**config.mk**
```make
export PLATFORM = sky130hd
export DESIGN_NAME = muldiv_hilo
export DESIGN_NICKNAME = d
export VERILOG_FILES = /design/src/rtl/muldiv_hilo_pkg.sv /design/src/rtl/muldiv_core.sv /design/src/rtl/muldiv_hilo.sv
export SDC_FILE = /design/constraint.sdc
export NUM_CORES = 1
export LEC_CHECK = 0
export ABC_AREA = 1
export CORE_AREA = 5 5 234 236
export CTS_CLUSTER_SIZE = 20
export DETAILED_ROUTE_END_ITERATION = 12
export DIE_AREA = 0 0 239 241
export GPL_TIMING_DRIVEN = 0
export MAX_ROUTING_LAYER = met4
export PLACE_DENSITY = 0.63
export REMOVE_ABC_BUFFERS = 1
export SLEW_MARGIN = 20
export SYNTH_ARGS = -nofsm -noshare
export SYNTH_HDL_FRONTEND = slang
export SYNTH_SLANG_ARGS = --single-unit
```
**constraint.sdc**
```tcl
create_clock -name clk_i -period 3.8 [get_ports clk_i]
set_clock_uncertainty 0.05 [all_clocks]
set_input_delay 0.76 -clock clk_i [delete_from_list [all_inputs] [get_ports clk_i]]
set_output_delay 0.76 -clock clk_i [all_outputs]
set_load 0.1 [all_outputs]
```
**src/rtl/muldiv_hilo_pkg.sv**
```systemverilog
// rtl/muldiv_hilo_pkg.sv - shared encodings and defaults for the HI/LO multiply/divide unit
package muldiv_hilo_pkg;

    localparam int WIDTH_DEFAULT = 32;
    localparam int CNT_W_DEFAULT = 6;

    typedef enum logic [1:0] {
        OP_MULT  = 2'd0,
        OP_MULTU = 2'd1,
        OP_DIV   = 2'd2,
        OP_DIVU  = 2'd3
    } op_e;

    typedef enum logic [1:0] {
        IDLE = 2'd0,
        CALC = 2'd1,
        FIX  = 2'd2
    } state_e;

endpackage

```
**src/rtl/muldiv_core.sv**
```systemverilog
// rtl/muldiv_core.sv - iterative shift-add multiply / restoring divide datapath on unsigned magnitudes
module muldiv_core #(
    parameter int WIDTH = 32,
    parameter int CNT_W = 6
) (
    input  logic             clk_i,
    input  logic             rst_ni,
    input  logic             load_i,
    input  logic             step_i,
    input  logic             div_i,
    input  logic [WIDTH-1:0] a_i,
    input  logic [WIDTH-1:0] b_i,
    output logic             last_o,
    output logic [WIDTH-1:0] acc_hi_o,
    output logic [WIDTH-1:0] acc_lo_o
);

    logic [WIDTH-1:0] acc_hi_q, acc_hi_d;
    logic [WIDTH-1:0] acc_lo_q, acc_lo_d;
    logic [WIDTH-1:0] m_q, m_d;
    logic [CNT_W-1:0] cnt_q, cnt_d;
    logic [WIDTH:0]   sum;
    logic [WIDTH:0]   trial;

    // acc_lo holds the multiplier (mul) or the dividend being shifted out (div); m holds the other operand
    always_comb begin
        acc_hi_d = acc_hi_q;
        acc_lo_d = acc_lo_q;
        m_d      = m_q;
        cnt_d    = cnt_q;
        sum      = {1'b0, acc_hi_q} + (acc_lo_q[0] ? {1'b0, m_q} : '0);
        trial    = {acc_hi_q, acc_lo_q[WIDTH-1]} - {1'b0, m_q};
        if (load_i) begin
            acc_hi_d = '0;
            acc_lo_d = a_i;
            m_d      = b_i;
            cnt_d    = CNT_W'(WIDTH - 1);
        end else if (step_i) begin
            if (cnt_q != '0) begin
                cnt_d = cnt_q - CNT_W'(1);
            end
            if (div_i) begin
                if (!trial[WIDTH]) begin
                    acc_hi_d = trial[WIDTH-1:0];
                    acc_lo_d = {acc_lo_q[WIDTH-2:0], 1'b1};
                end else begin
                    acc_hi_d = {acc_hi_q[WIDTH-2:0], acc_lo_q[WIDTH-1]};
                    acc_lo_d = {acc_lo_q[WIDTH-2:0], 1'b0};
                end
            end else begin
                {acc_hi_d, acc_lo_d} = {sum, acc_lo_q[WIDTH-1:1]};
            end
        end
    end

    always_ff @(posedge clk_i or negedge rst_ni) begin
        if (!rst_ni) begin
            acc_hi_q <= '0;
            acc_lo_q <= '0;
            m_q      <= '0;
            cnt_q    <= '0;
        end else begin
            acc_hi_q <= acc_hi_d;
            acc_lo_q <= acc_lo_d;
            m_q      <= m_d;
            cnt_q    <= cnt_d;
        end
    end

    assign last_o   = (cnt_q == '0);
    assign acc_hi_o = acc_hi_q;
    assign acc_lo_o = acc_lo_q;

endmodule

```
**src/rtl/muldiv_hilo.sv**
```systemverilog
// rtl/muldiv_hilo.sv - multi-cycle multiply/divide unit owning the architectural HI/LO registers
module muldiv_hilo
    import muldiv_hilo_pkg::*;
#(
    parameter int WIDTH = WIDTH_DEFAULT,
    parameter int CNT_W = CNT_W_DEFAULT
) (
    input  logic             clk_i,
    input  logic             rst_ni,
    input  logic             start_i,
    input  logic [1:0]       op_i,
    input  logic [WIDTH-1:0] x_i,
    input  logic [WIDTH-1:0] y_i,
    input  logic             mthi_i,
    input  logic             mtlo_i,
    output logic [WIDTH-1:0] hi_o,
    output logic [WIDTH-1:0] lo_o,
    output logic             busy_o,
    output logic             done_o
);

    state_e           state_q, state_d;
    op_e              op_q, op_d;
    logic             sx_q, sx_d, sy_q, sy_d, yz_q, yz_d;
    logic             done_q, done_d;
    logic [WIDTH-1:0] x_q, x_d, hi_q, hi_d, lo_q, lo_d;

    logic             load, core_last, run_div;
    logic [WIDTH-1:0] core_hi, core_lo;
    logic             in_signed, in_div, sx_in, sy_in;
    logic [WIDTH-1:0] mag_x, mag_y;
    logic [2*WIDTH-1:0] prod;

    assign in_signed = (op_i == OP_MULT) || (op_i == OP_DIV);
    assign in_div    = op_i[1];
    assign sx_in     = in_signed & x_i[WIDTH-1];
    assign sy_in     = in_signed & y_i[WIDTH-1];
    assign mag_x     = sx_in ? -x_i : x_i;
    assign mag_y     = sy_in ? -y_i : y_i;
    assign run_div   = (op_q == OP_DIV) || (op_q == OP_DIVU);

    muldiv_core #(
        .WIDTH (WIDTH),
        .CNT_W (CNT_W)
    ) u_core (
        .clk_i    (clk_i),
        .rst_ni   (rst_ni),
        .load_i   (load),
        .step_i   (state_q == CALC),
        .div_i    (run_div),
        .a_i      (in_div ? mag_x : mag_y),
        .b_i      (in_div ? mag_y : mag_x),
        .last_o   (core_last),
        .acc_hi_o (core_hi),
        .acc_lo_o (core_lo)
    );

    always_comb begin
        state_d = state_q;
        op_d    = op_q;
        sx_d    = sx_q;
        sy_d    = sy_q;
        yz_d    = yz_q;
        x_d     = x_q;
        hi_d    = hi_q;
        lo_d    = lo_q;
        done_d  = 1'b0;
        load    = 1'b0;
        prod    = {core_hi, core_lo};
        unique case (state_q)
            IDLE: begin
                if (mthi_i) hi_d = x_i;
                if (mtlo_i) lo_d = x_i;
                if (start_i) begin
                    load    = 1'b1;
                    state_d = CALC;
                    op_d    = op_e'(op_i);
                    x_d     = x_i;
                    sx_d    = sx_in;
                    sy_d    = sy_in;
                    yz_d    = (y_i == '0);
                end
            end
            CALC: begin
                if (core_last) state_d = FIX;
            end
            FIX: begin
                // Core works on magnitudes; signs are restored here in one step
                if (run_div) begin
                    if (yz_q) begin
                        lo_d = '1;
                        hi_d = x_q;
                    end else begin
                        lo_d = (sx_q ^ sy_q) ? -core_lo : core_lo;
                        hi_d = sx_q ? -core_hi : core_hi;
                    end
                end else begin
                    if ((op_q == OP_MULT) && (sx_q ^ sy_q)) prod = -prod;
                    {hi_d, lo_d} = prod;
                end
                done_d  = 1'b1;
                state_d = IDLE;
            end
            default: state_d = IDLE;
        endcase
    end

    always_ff @(posedge clk_i or negedge rst_ni) begin
        if (!rst_ni) begin
            state_q <= IDLE;
            op_q    <= OP_MULT;
            sx_q    <= 1'b0;
            sy_q    <= 1'b0;
            yz_q    <= 1'b0;
            x_q     <= '0;
            hi_q    <= '0;
            lo_q    <= '0;
            done_q  <= 1'b0;
        end else begin
            state_q <= state_d;
            op_q    <= op_d;
            sx_q    <= sx_d;
            sy_q    <= sy_d;
            yz_q    <= yz_d;
            x_q     <= x_d;
            hi_q    <= hi_d;
            lo_q    <= lo_d;
            done_q  <= done_d;
        end
    end

    assign hi_o   = hi_q;
    assign lo_o   = lo_q;
    assign busy_o = (state_q != IDLE);
    assign done_o = done_q;

endmodule

```
[Yosys cells after proc, flatten, opt, wreduce, memory -nomap -nowiden]
Index checks and enable logic that the tools add are counted.
Widths: inputs -> output; s select.
Word-level totals
  flip-flop bits (word level): 206
  input bits: 71
  output and inout bits: 66
  word-level logic and storage cells: 84
Cells by class
  add/sub/neg operators: 8
  eq/ne operators: 9
  multiplexer cells: 33
  bitwise logic cells: 3
  reductions and logical operators: 18
Operator list (number)
  $mux 32: 20
  $neg 32->32: 4
  $pmux 32 s2: 2
  $mux 64: 1
  $neg 64->64: 1
  $add 32x33->33: 1
  $sub 33x32->33: 1
  $logic_not 32->1: 1
  $mux 6: 3
  $reduce_and 2->1: 5
  $eq 2x2->1 const B: 4
  $ne 2x2->1 const B: 4
  $reduce_bool 2->1: 4
  $logic_not 2->1: 3
  $logic_not 6->1: 1
  $reduce_bool 6->1: 1
  $sub 6x1->6 const B: 1
  $mux 1: 4
  $mux 2: 2
  $pmux 2 s2: 1
  $and 1x1->1: 2
  $eq 2x1->1 const B: 1
  $logic_or 1x1->1: 2
  $logic_and 1x1->1: 1
  $xor 1x1->1: 1

[Logic depth before layout (Yosys ltp)]
  word-level depth: 6
  gate-level depth with buffers: 20
  gate-level depth less buffers: 19

[By module]
Synthesis repeated with hierarchy kept, for this count alone.
Unflattened totals
  cell total of the unflattened synthesis: 3499
  area total of the unflattened synthesis: 20576.0 um^2
By module, submodules not included
  muldiv_hilo: times used 1, cells each 1848, area each 10588.9 um^2, seq. area each 2602.5 um^2
  muldiv_core: times used 1, cells each 1651, area each 9987.1 um^2, seq. area each 2552.4 um^2

[Worst setup path after synthesis]
No wires, ideal clock.
  kind: reg-to-reg
  from: reg u_core.acc_lo_q[0], in the netlist u_core.acc_lo_o[0]
  to: reg u_core.acc_hi_q[29], in the netlist u_core.acc_hi_o[29]
  library setup time: 0.117 ns
  data arrival time: 2.392 ns
  data required time: 3.633 ns
  path slack: 1.240 ns
  cell stages (with the launch flop): 18
  buffers on the path: 2
  period minus slack after synthesis: 2.560 ns
  cells stage by stage: dfrtp_1 -> buf_2 -> buf_1 -> nand2_1 -> inv_1 -> ha_1 -> inv_1 -> fa_1 -> o21ai_1 -> nand2_1 -> nand2_1 -> nand3_1 -> nand2_1 -> nand3_1 -> nand3_1 -> nand3_1 -> nand3_1 -> nand2_1
On the way
  word-level cells in the longest chain between the ends: 5
RTL lines
  start: declaration: line muldiv_core.sv:19  | logic [WIDTH-1:0] acc_lo_q, acc_lo_d;
  start signal: assignment: line muldiv_core.sv:64  | acc_lo_q <= acc_lo_d;
  $mux 32: line muldiv_core.sv:31  | sum = {1'b0, acc_hi_q} + (acc_lo_q[0] ? {1'b0, m_q} : '0);
  $add 32x33->33: line muldiv_core.sv:31
  $mux 32: line muldiv_core.sv:42  | if (div_i) begin
  $mux 32: line muldiv_core.sv:38  | end else if (step_i) begin
  $mux 32: line muldiv_core.sv:33  | if (load_i) begin
  end signal: assignment: line muldiv_core.sv:63  | acc_hi_q <= acc_hi_d;
  end: declaration: line muldiv_core.sv:18  | logic [WIDTH-1:0] acc_hi_q, acc_hi_d;
Every way passes these cells. The select of a mux whose other input is x is not followed.
A chain may end at the register's enable or synchronous reset.

[Final worst setup path]
  from: reg op_q[1]
  to: reg hi_q[17], in the netlist hi_o[17]
On the way
  word-level cells in the longest chain between the ends: 5
  elaborated cells on any way between the ends: 8
  those cells by class: eq/ne: 2; mux: 3; reduce/logical: 3
RTL lines
  start: declaration: line muldiv_hilo.sv:23  | op_e op_q, op_d;
  start signal: assignment: line muldiv_hilo.sv:121  | op_q <= op_d;
  $logic_not 2->1: line muldiv_hilo.sv:98  | if ((op_q == OP_MULT) && (sx_q ^ sy_q)) prod = -prod;
  $logic_and 1x1->1: line muldiv_hilo.sv:98
  $mux 64: line muldiv_hilo.sv:98
  $mux 32 (*): line muldiv_hilo.sv:89  | if (run_div) begin
  $pmux 32 s2 (*): line muldiv_hilo.sv:70  | unique case (state_q)
  end signal: assignment: line muldiv_hilo.sv:126  | hi_q <= hi_d;
  end: declaration: line muldiv_hilo.sv:26  | logic [WIDTH-1:0] x_q, x_d, hi_q, hi_d, lo_q, lo_d;
Mark *: on every way between the ends. The rest lies on a longest branch, timed or not.

==> flow_summary.json <==
{
  "status": "complete, no violations",
  "synth.distinct_cells": 54,
  "fmax_mhz": 275,
  "synth_ff_type": "dfrtp_1",
  "async_flop_share_pct": 100,
  "synthSimpleGateAreaFrac_pct": 40.8,
  "drc": 0,
  "syn_to_final_growth_pct": 14.4,
  "setup_violations": 0,
  "yosys.cell_count.top_type": "nand2_1",
  "post_cts_buffers": 0,
  "n_antenna_cell": 0,
  "pin_count": 137,
  "grt_pass1_wl_um": 133000,
  "yosys_warnings": 0,
  "die_h_um": 241,
  "cts_buffer_depth": 3,
  "synth.cell_area_mm2": 0.0207,
  "grt_pass1_vias": 21381,
  "gp_congestion": 1.03,
  "crit_type": "flip-flop to flip-flop",
  "fp.dieW_um": 239,
  "finalNetCount": 3725,
  "die_area_mm2": 0.0576,
  "place_inst": 4242,
  "multi_input_area_mm2": 0.0132,
  "rsz0062_at_grt": "false",
  "clk_latency_ns": 0.59,
  "ant_nets": 0,
  "first_pass_iters": 6,
  "fin_util_pct": 45.4,
  "synthTopCellsByArea": "dfrtp_1 25%, nand2_1 21%, inv_1 8.2%",
  "regArea_mm2": 0.00516,
  "finalCritPeriodShare_pct": 95.6,
  "reg2regPathDepth": 10,
  "drv_cap": 0,
  "synth_fa_ha_area_share_pct": 4.42,
  "finalHoldViolations": 0,
  "synthTopCellsByCount": "1136 x nand2_1, 451 x inv_1, 435 x nor2_1",
  "wl_per_cell_um": 20.8,
  "drt_iter0_drc": 3044,
  "cts_buffers": 26,
  "dp_hpwl_um": 70400,
  "ys_seq_area_share_pct": 24.9,
  "instances_no_fill": 4290,
  "grt_overflow": 0,
  "cts_hold_buf": 0,
  "yosysTopAreaCellShare_pct": 24.9,
  "crit_path_start_kind": "flip-flop",
  "initial_core_util_pct": 39.7,
  "synth_xor_area_share_pct": 3.46,
  "drive_above_1_share_pct": 4.05,
  "min_period_ns": 3.63,
  "root_buffer": "clkbuf_16",
  "worstHoldPathType": "primary input to asynchronous set/reset pin",
  "viasPerCell": 5.54,
  "synth-seq-cells": 206,
  "synth_cells": 3537,
  "cts_max_level": 1,
  "cts_tree": "done",
  "rows": 84,
  "critPathRequiredTime_ns": 4.24,
  "synth-edff-count": 0,
  "end_kind": "flip-flop",
  "antenna_found_initial": 0,
  "fillCellCount": 5662,
  "wl_um": 89300,
  "worst_pin_slew_ns": 1.07,
  "num_vias": 23747,
  "clkTransAtPathRegs_ns": 0.07,
  "io_buffers": 136,
  "avgSynthCellArea_um2": 5.86,
  "critPathArrivalTime_ns": 4.08,
  "synth_compound_area_share_pct": 14.8,
  "critPathMaxFanout": 71,
  "synth_top_family_by_area": "simple AND/OR/NAND/NOR gates",
  "yosysTopAreaCell": "dfrtp_1",
  "maxSlewViolCount": 0,
  "grt_usage_pct": 30.9,
  "fp.coreArea_mm2": 0.0522,
  "grt_max_degree": 81,
  "synthMuxAreaShare_pct": 0,
  "slew_headroom_pct": 28.7,
  "whs_ns": 0.0981,
  "cts.sinks": 206
}
[layout make-up]
cell class / count / share of cell area [%]
Tap cell: 688 / 3.63
Timing Repair Buffer: 151 / 7.31
Multi-Input combinational cell: 2732 / 55.8
Clock inverter: 18 / 1.08
Clock buffer: 30 / 2.93
Inverter: 465 / 7.46
Sequential cell: 206 / 21.8
[per-stage QoR]
step | instance area (um2) | setup WS [ns] | TNS, ns
after floorplan | 20100 | -1.10 | -58.29
after global placement | 22300 | -7.47 | -2109.01
after detailed placement | 22700 | -0.379 | -6.57
after CTS | 23700 | 0.173 | 0
after global routing | 23700 | 0.0657 | 0
final | 23700 | 0.167 | 0
[layer usage]
layer	global-route usage (%)	vias up	wire [um]
li1	-	11438	-
met2	44.8	1192	37800
met5	-	-	0
met3	4.61	171	8130
met4	10.9	0	3950
met1	44.0	10946	39400
[cells by family after synthesis]
group                      after synthesis
AOI/OAI and AO/OA                      550
buffers and inverters                  599
DFF                                    206
and+or+nand+nor                       2028
adders and majority gates               72
xor gates and xnor gates                82
[worst max-delay path: stages, from the launching register on]
cell	delay (ns)
dfrtp_4	0.76
inv_6	0.36
buf_16	0.31
nand3_4	0.43
inv_12	0.38
nand2_2	0.22
nand2_1	0.14
nor2_1	0.05
o21ai_1	0.36
nand2_1	0.10
a21oi_1	0.15
[repair_timing]
item,in CTS,in global routing
hold endpoints to repair,0,0
gates resized for setup,4,1
setup endpoints to repair,29,8
[registers in the layout (all words and copies together), names as in the netlist]
register,flops
hi_o,32
lo_o,32
u_core.acc_hi_o,32
u_core.acc_lo_o,32
u_core.m_q,32
x_q,32
u_core.cnt_q,6
op_q,2
state_q,2
done_o,1
sx_q,1
sy_q,1
yz_q,1
[final timing paths]
check | startpoint | to | slack (ns)
worst max-delay path | op_q[1]$_DFFE_PN0P_ | hi_o[17]$_DFFE_PN0P_ | 0.17
worst min-delay path | rst_ni | x_q[26]$_DFFE_PN0P_ | 0.1
worst max register to register | op_q[1]$_DFFE_PN0P_ | hi_o[17]$_DFFE_PN0P_ | 0.17
worst min register to register | lo_o[16]$_DFFE_PN0P_ | lo_o[16]$_DFFE_PN0P_ | 0.44
max in group asynchronous | rst_ni | op_q[1]$_DFFE_PN0P_ | 2.42
min in group clk_i | lo_o[16]$_DFFE_PN0P_ | lo_o[16]$_DFFE_PN0P_ | 0.44
[placed cells by master (no fill, tap or decap), types with 25 or more instances in the layout]
master / n
nand3_1: 321
ha_1: 70
o21ai_1: 26
o211ai_1: 40
dfrtp_1: 203
clkdlybuf4s50_1: 135
xor2_1: 65
clkbuf_16: 26
nor2_1: 434
o21ai_0: 221
nand4_1: 38
a21oi_1: 183
inv_1: 449
nor3_1: 25
nand2_1: 1136
Power is left out: the tool's default activity adds up to more than one toggle a clock period on the data nets, which glitch-free logic cannot reach.
